[src/rtl/mem_access_stage.sv]
// ---------------------------------------------------------------------------
// mem_access_stage
//
// MEM pipeline stage that sits directly behind the EX/MEM register.
//   - Resolves branches combinationally (PCSrc, branchTarget).
//   - Performs loads and stores against an external data memory through a
//     variable-latency req/ack handshake. An access that never completes is
//     aborted after TIMEOUT cycles.
//   - Freezes the upstream pipeline (stall) while an access is outstanding.
//   - Owns the MEM/WB pipeline register that drives writeback.
//
// Ports
//   clock, resetN            rising-edge clock, asynchronous active-low reset
//   brachAdr, zero, Branch   branch inputs from EX/MEM
//   ALUres, RegValue         ALU result / byte address and store data
//   writeReg                 destination register
//   MemRead, MemWrite        memory op request (both set = write)
//   RegWrite, MemtoReg       writeback control
//   PCSrc, branchTarget      branch decision and target to IF
//   stall                    freeze PC, IF/ID, ID/EX, EX/MEM
//   memReq, memWe, memAddr,  memory request side, held stable while an
//   memWdata                 access is outstanding
//   memRdata, memAck         memory response (memAck is a one-cycle pulse)
//   readDataOut, ALUresOut,  MEM/WB register outputs
//   writeRegOut, RegWriteOut,
//   MemtoRegOut
//   memError                 sticky misaligned-access / timeout flag
// ---------------------------------------------------------------------------
module mem_access_stage #(
    parameter int DATA_W  = 32,
    parameter int TIMEOUT = 16,
    parameter int CNT_W   = 5
) (
    input  logic              clock,
    input  logic              resetN,
    input  logic [31:0]       brachAdr,
    input  logic              zero,
    input  logic [DATA_W-1:0] ALUres,
    input  logic [DATA_W-1:0] RegValue,
    input  logic [4:0]        writeReg,
    input  logic              Branch,
    input  logic              MemRead,
    input  logic              MemWrite,
    input  logic              RegWrite,
    input  logic              MemtoReg,
    output logic              PCSrc,
    output logic [31:0]       branchTarget,
    output logic              stall,
    output logic              memReq,
    output logic              memWe,
    output logic [DATA_W-1:0] memAddr,
    output logic [DATA_W-1:0] memWdata,
    input  logic [DATA_W-1:0] memRdata,
    input  logic              memAck,
    output logic [DATA_W-1:0] readDataOut,
    output logic [DATA_W-1:0] ALUresOut,
    output logic [4:0]        writeRegOut,
    output logic              RegWriteOut,
    output logic              MemtoRegOut,
    output logic              memError
);

    typedef enum logic {
        IDLE,
        ACCESS
    } state_t;

    localparam logic [CNT_W-1:0] LAST_WAIT = CNT_W'(TIMEOUT - 1);

    state_t            state_q, state_d;
    logic [CNT_W-1:0]  cnt_q, cnt_d;
    logic              memReq_q, memReq_d;
    logic              memWe_q, memWe_d;
    logic [DATA_W-1:0] memAddr_q, memAddr_d;
    logic [DATA_W-1:0] memWdata_q, memWdata_d;
    logic [DATA_W-1:0] readData_q, readData_d;
    logic [DATA_W-1:0] aluRes_q, aluRes_d;
    logic [4:0]        writeReg_q, writeReg_d;
    logic              regWrite_q, regWrite_d;
    logic              memtoReg_q, memtoReg_d;
    logic              memError_q, memError_d;

    logic accessReq;
    logic aligned;
    logic lastWait;
    logic stallCore;

    assign accessReq = MemRead | MemWrite;
    assign aligned   = (ALUres[1:0] == 2'b00);
    assign lastWait  = (cnt_q == LAST_WAIT);

    assign PCSrc        = Branch & zero;
    assign branchTarget = brachAdr;

    // Nothing can be in flight while reset is held, so the upstream pipeline
    // is never frozen during reset even if EX/MEM still shows a memory op.
    assign stall = resetN & stallCore;

    assign memReq      = memReq_q;
    assign memWe       = memWe_q;
    assign memAddr     = memAddr_q;
    assign memWdata    = memWdata_q;
    assign readDataOut = readData_q;
    assign ALUresOut   = aluRes_q;
    assign writeRegOut = writeReg_q;
    assign RegWriteOut = regWrite_q;
    assign MemtoRegOut = memtoReg_q;
    assign memError    = memError_q;

    // Next-state and stall logic. A "bubble" only clears the writeback
    // controls; the MEM/WB data fields are harmless when RegWriteOut is 0.
    // The request-side registers are only rewritten when a new access starts,
    // which keeps them stable for the whole ACCESS phase.
    always_comb begin
        state_d    = state_q;
        cnt_d      = cnt_q;
        memReq_d   = memReq_q;
        memWe_d    = memWe_q;
        memAddr_d  = memAddr_q;
        memWdata_d = memWdata_q;
        readData_d = readData_q;
        aluRes_d   = aluRes_q;
        writeReg_d = writeReg_q;
        regWrite_d = regWrite_q;
        memtoReg_d = memtoReg_q;
        memError_d = memError_q;
        stallCore  = 1'b0;

        case (state_q)
            IDLE: begin
                if (!accessReq) begin
                    aluRes_d   = ALUres;
                    writeReg_d = writeReg;
                    regWrite_d = RegWrite;
                    memtoReg_d = MemtoReg;
                    readData_d = '0;
                end else if (!aligned) begin
                    memError_d = 1'b1;
                    regWrite_d = 1'b0;
                    memtoReg_d = 1'b0;
                end else begin
                    stallCore  = 1'b1;
                    memAddr_d  = ALUres;
                    memWdata_d = RegValue;
                    memWe_d    = MemWrite;
                    memReq_d   = 1'b1;
                    cnt_d      = '0;
                    regWrite_d = 1'b0;
                    memtoReg_d = 1'b0;
                    state_d    = ACCESS;
                end
            end

            ACCESS: begin
                if (memAck) begin
                    // Completion cycle: stall drops so EX/MEM advances at the
                    // same edge that writes the result into MEM/WB.
                    readData_d = memWe_q ? '0 : memRdata;
                    aluRes_d   = ALUres;
                    writeReg_d = writeReg;
                    regWrite_d = RegWrite;
                    memtoReg_d = MemtoReg;
                    memReq_d   = 1'b0;
                    state_d    = IDLE;
                end else if (lastWait) begin
                    // Abort: the held instruction is dropped as a bubble.
                    memReq_d   = 1'b0;
                    memError_d = 1'b1;
                    regWrite_d = 1'b0;
                    memtoReg_d = 1'b0;
                    state_d    = IDLE;
                end else begin
                    cnt_d      = cnt_q + 1'b1;
                    stallCore  = 1'b1;
                    regWrite_d = 1'b0;
                    memtoReg_d = 1'b0;
                end
            end

            default: begin
                state_d = IDLE;
            end
        endcase
    end

    // State and pipeline registers; reset aborts any access in progress.
    always_ff @(posedge clock or negedge resetN) begin
        if (!resetN) begin
            state_q    <= IDLE;
            cnt_q      <= '0;
            memReq_q   <= 1'b0;
            memWe_q    <= 1'b0;
            memAddr_q  <= '0;
            memWdata_q <= '0;
            readData_q <= '0;
            aluRes_q   <= '0;
            writeReg_q <= '0;
            regWrite_q <= 1'b0;
            memtoReg_q <= 1'b0;
            memError_q <= 1'b0;
        end else begin
            state_q    <= state_d;
            cnt_q      <= cnt_d;
            memReq_q   <= memReq_d;
            memWe_q    <= memWe_d;
            memAddr_q  <= memAddr_d;
            memWdata_q <= memWdata_d;
            readData_q <= readData_d;
            aluRes_q   <= aluRes_d;
            writeReg_q <= writeReg_d;
            regWrite_q <= regWrite_d;
            memtoReg_q <= memtoReg_d;
            memError_q <= memError_d;
        end
    end

endmodule

[config.mk]
export PLATFORM = sky130hd
export DESIGN_NAME = mem_access_stage
export DESIGN_NICKNAME = d
export VERILOG_FILES = /design/src/rtl/mem_access_stage.sv
export SDC_FILE = /design/constraint.sdc
export NUM_CORES = 1
export LEC_CHECK = 0
export CAP_MARGIN = 20
export CORE_MARGIN = 5
export CORE_UTILIZATION = 39
export DETAILED_ROUTE_END_ITERATION = 8
export PLACE_DENSITY = 0.87
export SLEW_MARGIN = 15
export SYNTH_ARGS = -nofsm -noshare
export SYNTH_HDL_FRONTEND = slang
export SYNTH_SLANG_ARGS = --single-unit
[constraint.sdc]
create_clock -name clock -period 1.9 [get_ports clock]
set_input_delay 0.19 -clock clock [delete_from_list [all_inputs] [get_ports clock]]
set_output_delay 0.19 -clock clock [all_outputs]
set_load 0.02 [all_outputs]
==> flow_results.xml <==
<?xml version="1.0" encoding="UTF-8"?>
<metrics>
  <group name="synthesis">
    <metric name="cell_types_with_the_largest_area_share_after_synthesis" unit="">dfrtp_1, mux2_2, buf_4, a22o_1, buf_6</metric>
    <metric name="yosys_register_bits" unit="">144</metric>
    <metric name="dominantRegCellSynth" unit="">dfrtp_1</metric>
    <metric name="synthCells" unit="">371</metric>
    <metric name="synth_async_sr_flop_share" unit="%">100</metric>
    <metric name="yosys.area.top_type" unit="">dfrtp_1</metric>
    <metric name="ys_seq_area_share" unit="%">63.3</metric>
    <metric name="syn_warnings" unit="">0</metric>
    <metric name="mappedNetlistArea" unit="µm²">5700</metric>
    <metric name="postSynthNetCount" unit="">515</metric>
    <metric name="area_fraction_of_the_dominant_cell_type_after_synthesis" unit="%">63.3</metric>
    <metric name="synth_cell_type_count" unit="">32</metric>
    <metric name="synth_edf_count" unit="">0</metric>
    <metric name="synth.avg_cell_area" unit="µm²">15.4</metric>
  </group>
  <group name="sta">
    <metric name="hold_slack" unit="ps">341</metric>
    <metric name="worst_clock_skew" unit="ps">6.26</metric>
    <metric name="tightestPinTransition" unit="ps">854</metric>
    <metric name="final-setup-viol-count" unit="">1</metric>
    <metric name="fin_setup_tns" unit="ps">-251</metric>
    <metric name="final_period_minus_worst_setup_slack" unit="ps">2150</metric>
    <metric name="timing.fmax" unit="MHz">465</metric>
    <metric name="layout_worst_path_cycle_share" unit="%">113</metric>
    <metric name="rsz0062_at_grt" unit="">yes</metric>
    <metric name="worst_slew_margin_rel" unit="%">43.1</metric>
    <metric name="setup_slack" unit="ps">-251</metric>
    <metric name="maxSlewViolCount" unit="">0</metric>
    <metric name="report.final.hold_viol_count" unit="">0</metric>
  </group>
  <group name="grt">
    <metric name="gr-total-overflow" unit="">0</metric>
    <metric name="first_global_vias" unit="">4379</metric>
    <metric name="track_usage" unit="%">17.6</metric>
    <metric name="grt_first_pass_wirelength" unit="µm">23000</metric>
    <metric name="grt_max_degree" unit="">145</metric>
    <metric name="antenna_found_initial" unit="">0</metric>
  </group>
  <group name="detailed_routing">
    <metric name="drt_pass1_iterations" unit="">4</metric>
    <metric name="residual_antenna_violating_net_count_after_detailed_routing" unit="">0</metric>
    <metric name="met2_wirelength" unit="µm">7490</metric>
    <metric name="viasPerCell" unit="">4.90</metric>
    <metric name="post-route-drc-count" unit="">0</metric>
    <metric name="num_vias" unit="">3958</metric>
    <metric name="top_layer_used" unit="">met4</metric>
    <metric name="met3_length" unit="µm">1560</metric>
    <metric name="detail_route.wirelength" unit="µm">14700</metric>
    <metric name="drt_first_iter_violations" unit="">157</metric>
    <metric name="routedLengthMet1" unit="µm">5160</metric>
    <metric name="wl_per_cell" unit="µm">18.3</metric>
  </group>
  <group name="hold_path">
    <metric name="worstHoldEndpoint" unit="">RegWriteOut</metric>
    <metric name="min_delay_path_depth" unit="">2</metric>
    <metric name="hp-start" unit="">RegWrite</metric>
    <metric name="hold_path.class" unit="">primary input to flop</metric>
  </group>
  <group name="placed_design">
    <metric name="cell_count_after_placement" unit="">772</metric>
    <metric name="dpl_worst_slack" unit="ps">-414</metric>
    <metric name="dpl-instance-area" unit="µm²">8240</metric>
    <metric name="numPortBuffers" unit="">249</metric>
    <metric name="detailedPlacementHpwl" unit="µm">10700</metric>
    <metric name="gp_routability_congestion" unit="">0.761</metric>
  </group>
  <group name="run_status">
    <metric name="outcome" unit="">complete, but fails checks</metric>
    <metric name="failed_checks" unit="">setup timing</metric>
  </group>
  <group name="floorplan">
    <metric name="die_h" unit="µm">131</metric>
    <metric name="floorplan.die.width" unit="µm">131</metric>
    <metric name="die-area" unit="µm²">17100</metric>
    <metric name="total_i_o_pin_count" unit="">314</metric>
    <metric name="std_cell_rows" unit="">44</metric>
    <metric name="core_area" unit="µm²">14400</metric>
    <metric name="initial_utilization" unit="%">39.5</metric>
  </group>
  <group name="cells_and_area">
    <metric name="fraction_of_final_layout_cells_with_drive_strength_greater_than_1" unit="%">24.7</metric>
    <metric name="final_net_count" unit="">754</metric>
    <metric name="post_route_insts_no_fill" unit="">807</metric>
    <metric name="antenna_cells" unit="">0</metric>
    <metric name="layout.cells.most_common" unit="">clkdlybuf4s50_1</metric>
    <metric name="area_growth" unit="%">56.0</metric>
    <metric name="post-route-util" unit="%">61.6</metric>
    <metric name="most-common-layout-cells" unit="">clkdlybuf4s50_1, dfrtp_1, mux2_2</metric>
    <metric name="final_design_area_no_fill" unit="µm²">8890</metric>
  </group>
  <group name="cts">
    <metric name="clk-insertion-delay-late" unit="ps">410</metric>
    <metric name="cts.clk_slew.worst_paths" unit="ps">50</metric>
    <metric name="cts_buffer_depth" unit="">2</metric>
    <metric name="cts_buffers" unit="">17</metric>
    <metric name="ctsHtreeMaxLevel" unit="">4</metric>
    <metric name="tritoncts_num_sinks" unit="">144</metric>
    <metric name="clockRootBuffer" unit="">clkbuf_16</metric>
    <metric name="cts_tree" unit="">done</metric>
  </group>
  <group name="power_and_ir_drop">
    <metric name="p_leak" unit="nW">3.81</metric>
    <metric name="worst_ir_drop_vdd" unit="mV">0.731</metric>
    <metric name="pwr_density_cell" unit="nW/µm²">1190</metric>
    <metric name="totalPowerFinal" unit="mW">10.6</metric>
  </group>
  <group name="setup_path">
    <metric name="reg2reg_to" unit="">cnt_q[2]</metric>
    <metric name="worstSetupPathType" unit="">flop to output pin</metric>
    <metric name="timing.critical_path.fanout_max" unit="">2</metric>
    <metric name="critPathLaunchType" unit="">flop</metric>
    <metric name="critPathCaptureType" unit="">output pin</metric>
    <metric name="critical_path_required" unit="ps">1710</metric>
    <metric name="worst_flop_to_flop_path_startpoint" unit="">cnt_q[0]</metric>
    <metric name="rrSetupSlack" unit="ps">150</metric>
    <metric name="worst_endpoint_data_arrival_time" unit="ps">1960</metric>
    <metric name="cells_on_worst_reg2reg_path" unit="">7</metric>
  </group>
  <group name="run">
    <metric name="drv.max_cap_violation_count" unit="">0</metric>
  </group>
</metrics>
[where the power goes]
| group | switching [mW] | total, mW | leakage [nW] | internal, mW |
|---|---|---|---|---|
| Combinational | 1.50 | 3.28 | 1.75 | 1.77 |
| Clock | 1.21 | 3.27 | 0.297 | 2.07 |
| Sequential | 0.342 | 4.03 | 1.77 | 3.69 |
| Total | 3.05 | 10.6 | 3.81 | 7.54 |
[final cells by class]
| type | instances | area (µm²) |
|---|---|---|
| clock buffers | 23 | 488 |
| clock inverters | 9 | 106 |
| fillers | 1062 | 5540 |
| inverters | 3 | 11.3 |
| multi-input cells | 173 | 1740 |
| flip-flops and latches | 144 | 3600 |
| well taps | 184 | 230 |
| repair buffers | 271 | 2710 |
[state kept, by name (all words and copies together), names as in the netlist]
signal	flops
ALUresOut	32
memAddr	32
memWdata	32
readDataOut	32
cnt_q	5
writeRegOut	5
MemtoRegOut	1
RegWriteOut	1
memError	1
memReq	1
memWe	1
state_q	1
[cells in the mapped netlist (all sizes together) (2+ instances only)]
library cell	instances
dfrtp	144
o21ai	4
and2	3
o21a	2
o22ai	4
a22o	30
nand2	7
a21o	4
a21oi	2
and4b	3
nor3	2
mux2	99
inv	3
buf	50
ha	2
nor2b	3
[cells by family after synthesis]
kind of cell	after synthesis	synth area share [%]
AOI/OAI and AO/OA	47	6.79
xor gates and xnor gates	1	0.154
adders and majority gates	2	0.439
buffers and inverters	54	7.01
DFF	144	63.3
muxes	99	19.6
and+or+nand+nor	24	2.79
[worst max-delay path by stage]
stage | depth (start not counted) | from | to
after floorplan | 6 | cnt_q[0] | stall
after global placement | 6 | cnt_q[0] | stall
after detailed placement | 6 | cnt_q[0] | stall
after CTS | 6 | cnt_q[1] | stall
after global routing | 6 | cnt_q[0] | stall
final | 6 | cnt_q[0] | stall
[critical path: stages (launching register included)]
cell and delay, ps:
dfrtp_1 390, ha_2 190, and3_4 150, ha_4 150, or3b_4 390, a21boi_4 140, buf_6 130
[per-layer routing]
metal	GRT usage, %	up-vias
li1	-	1770
met1	19.0	1959
met2	28.9	184
met3	8.13	45
met4	9.13	0
met5	0	-
[what timing repair did]
action,CTS,global route
setup buffers,1,1
hold buffers,1,0
resized for setup,11,0
endpoints found under the hold margin,144,0
pin swaps,4,2
setup endpoints to repair,1,1
No activity file was read; power rests on OpenSTA's default activity.
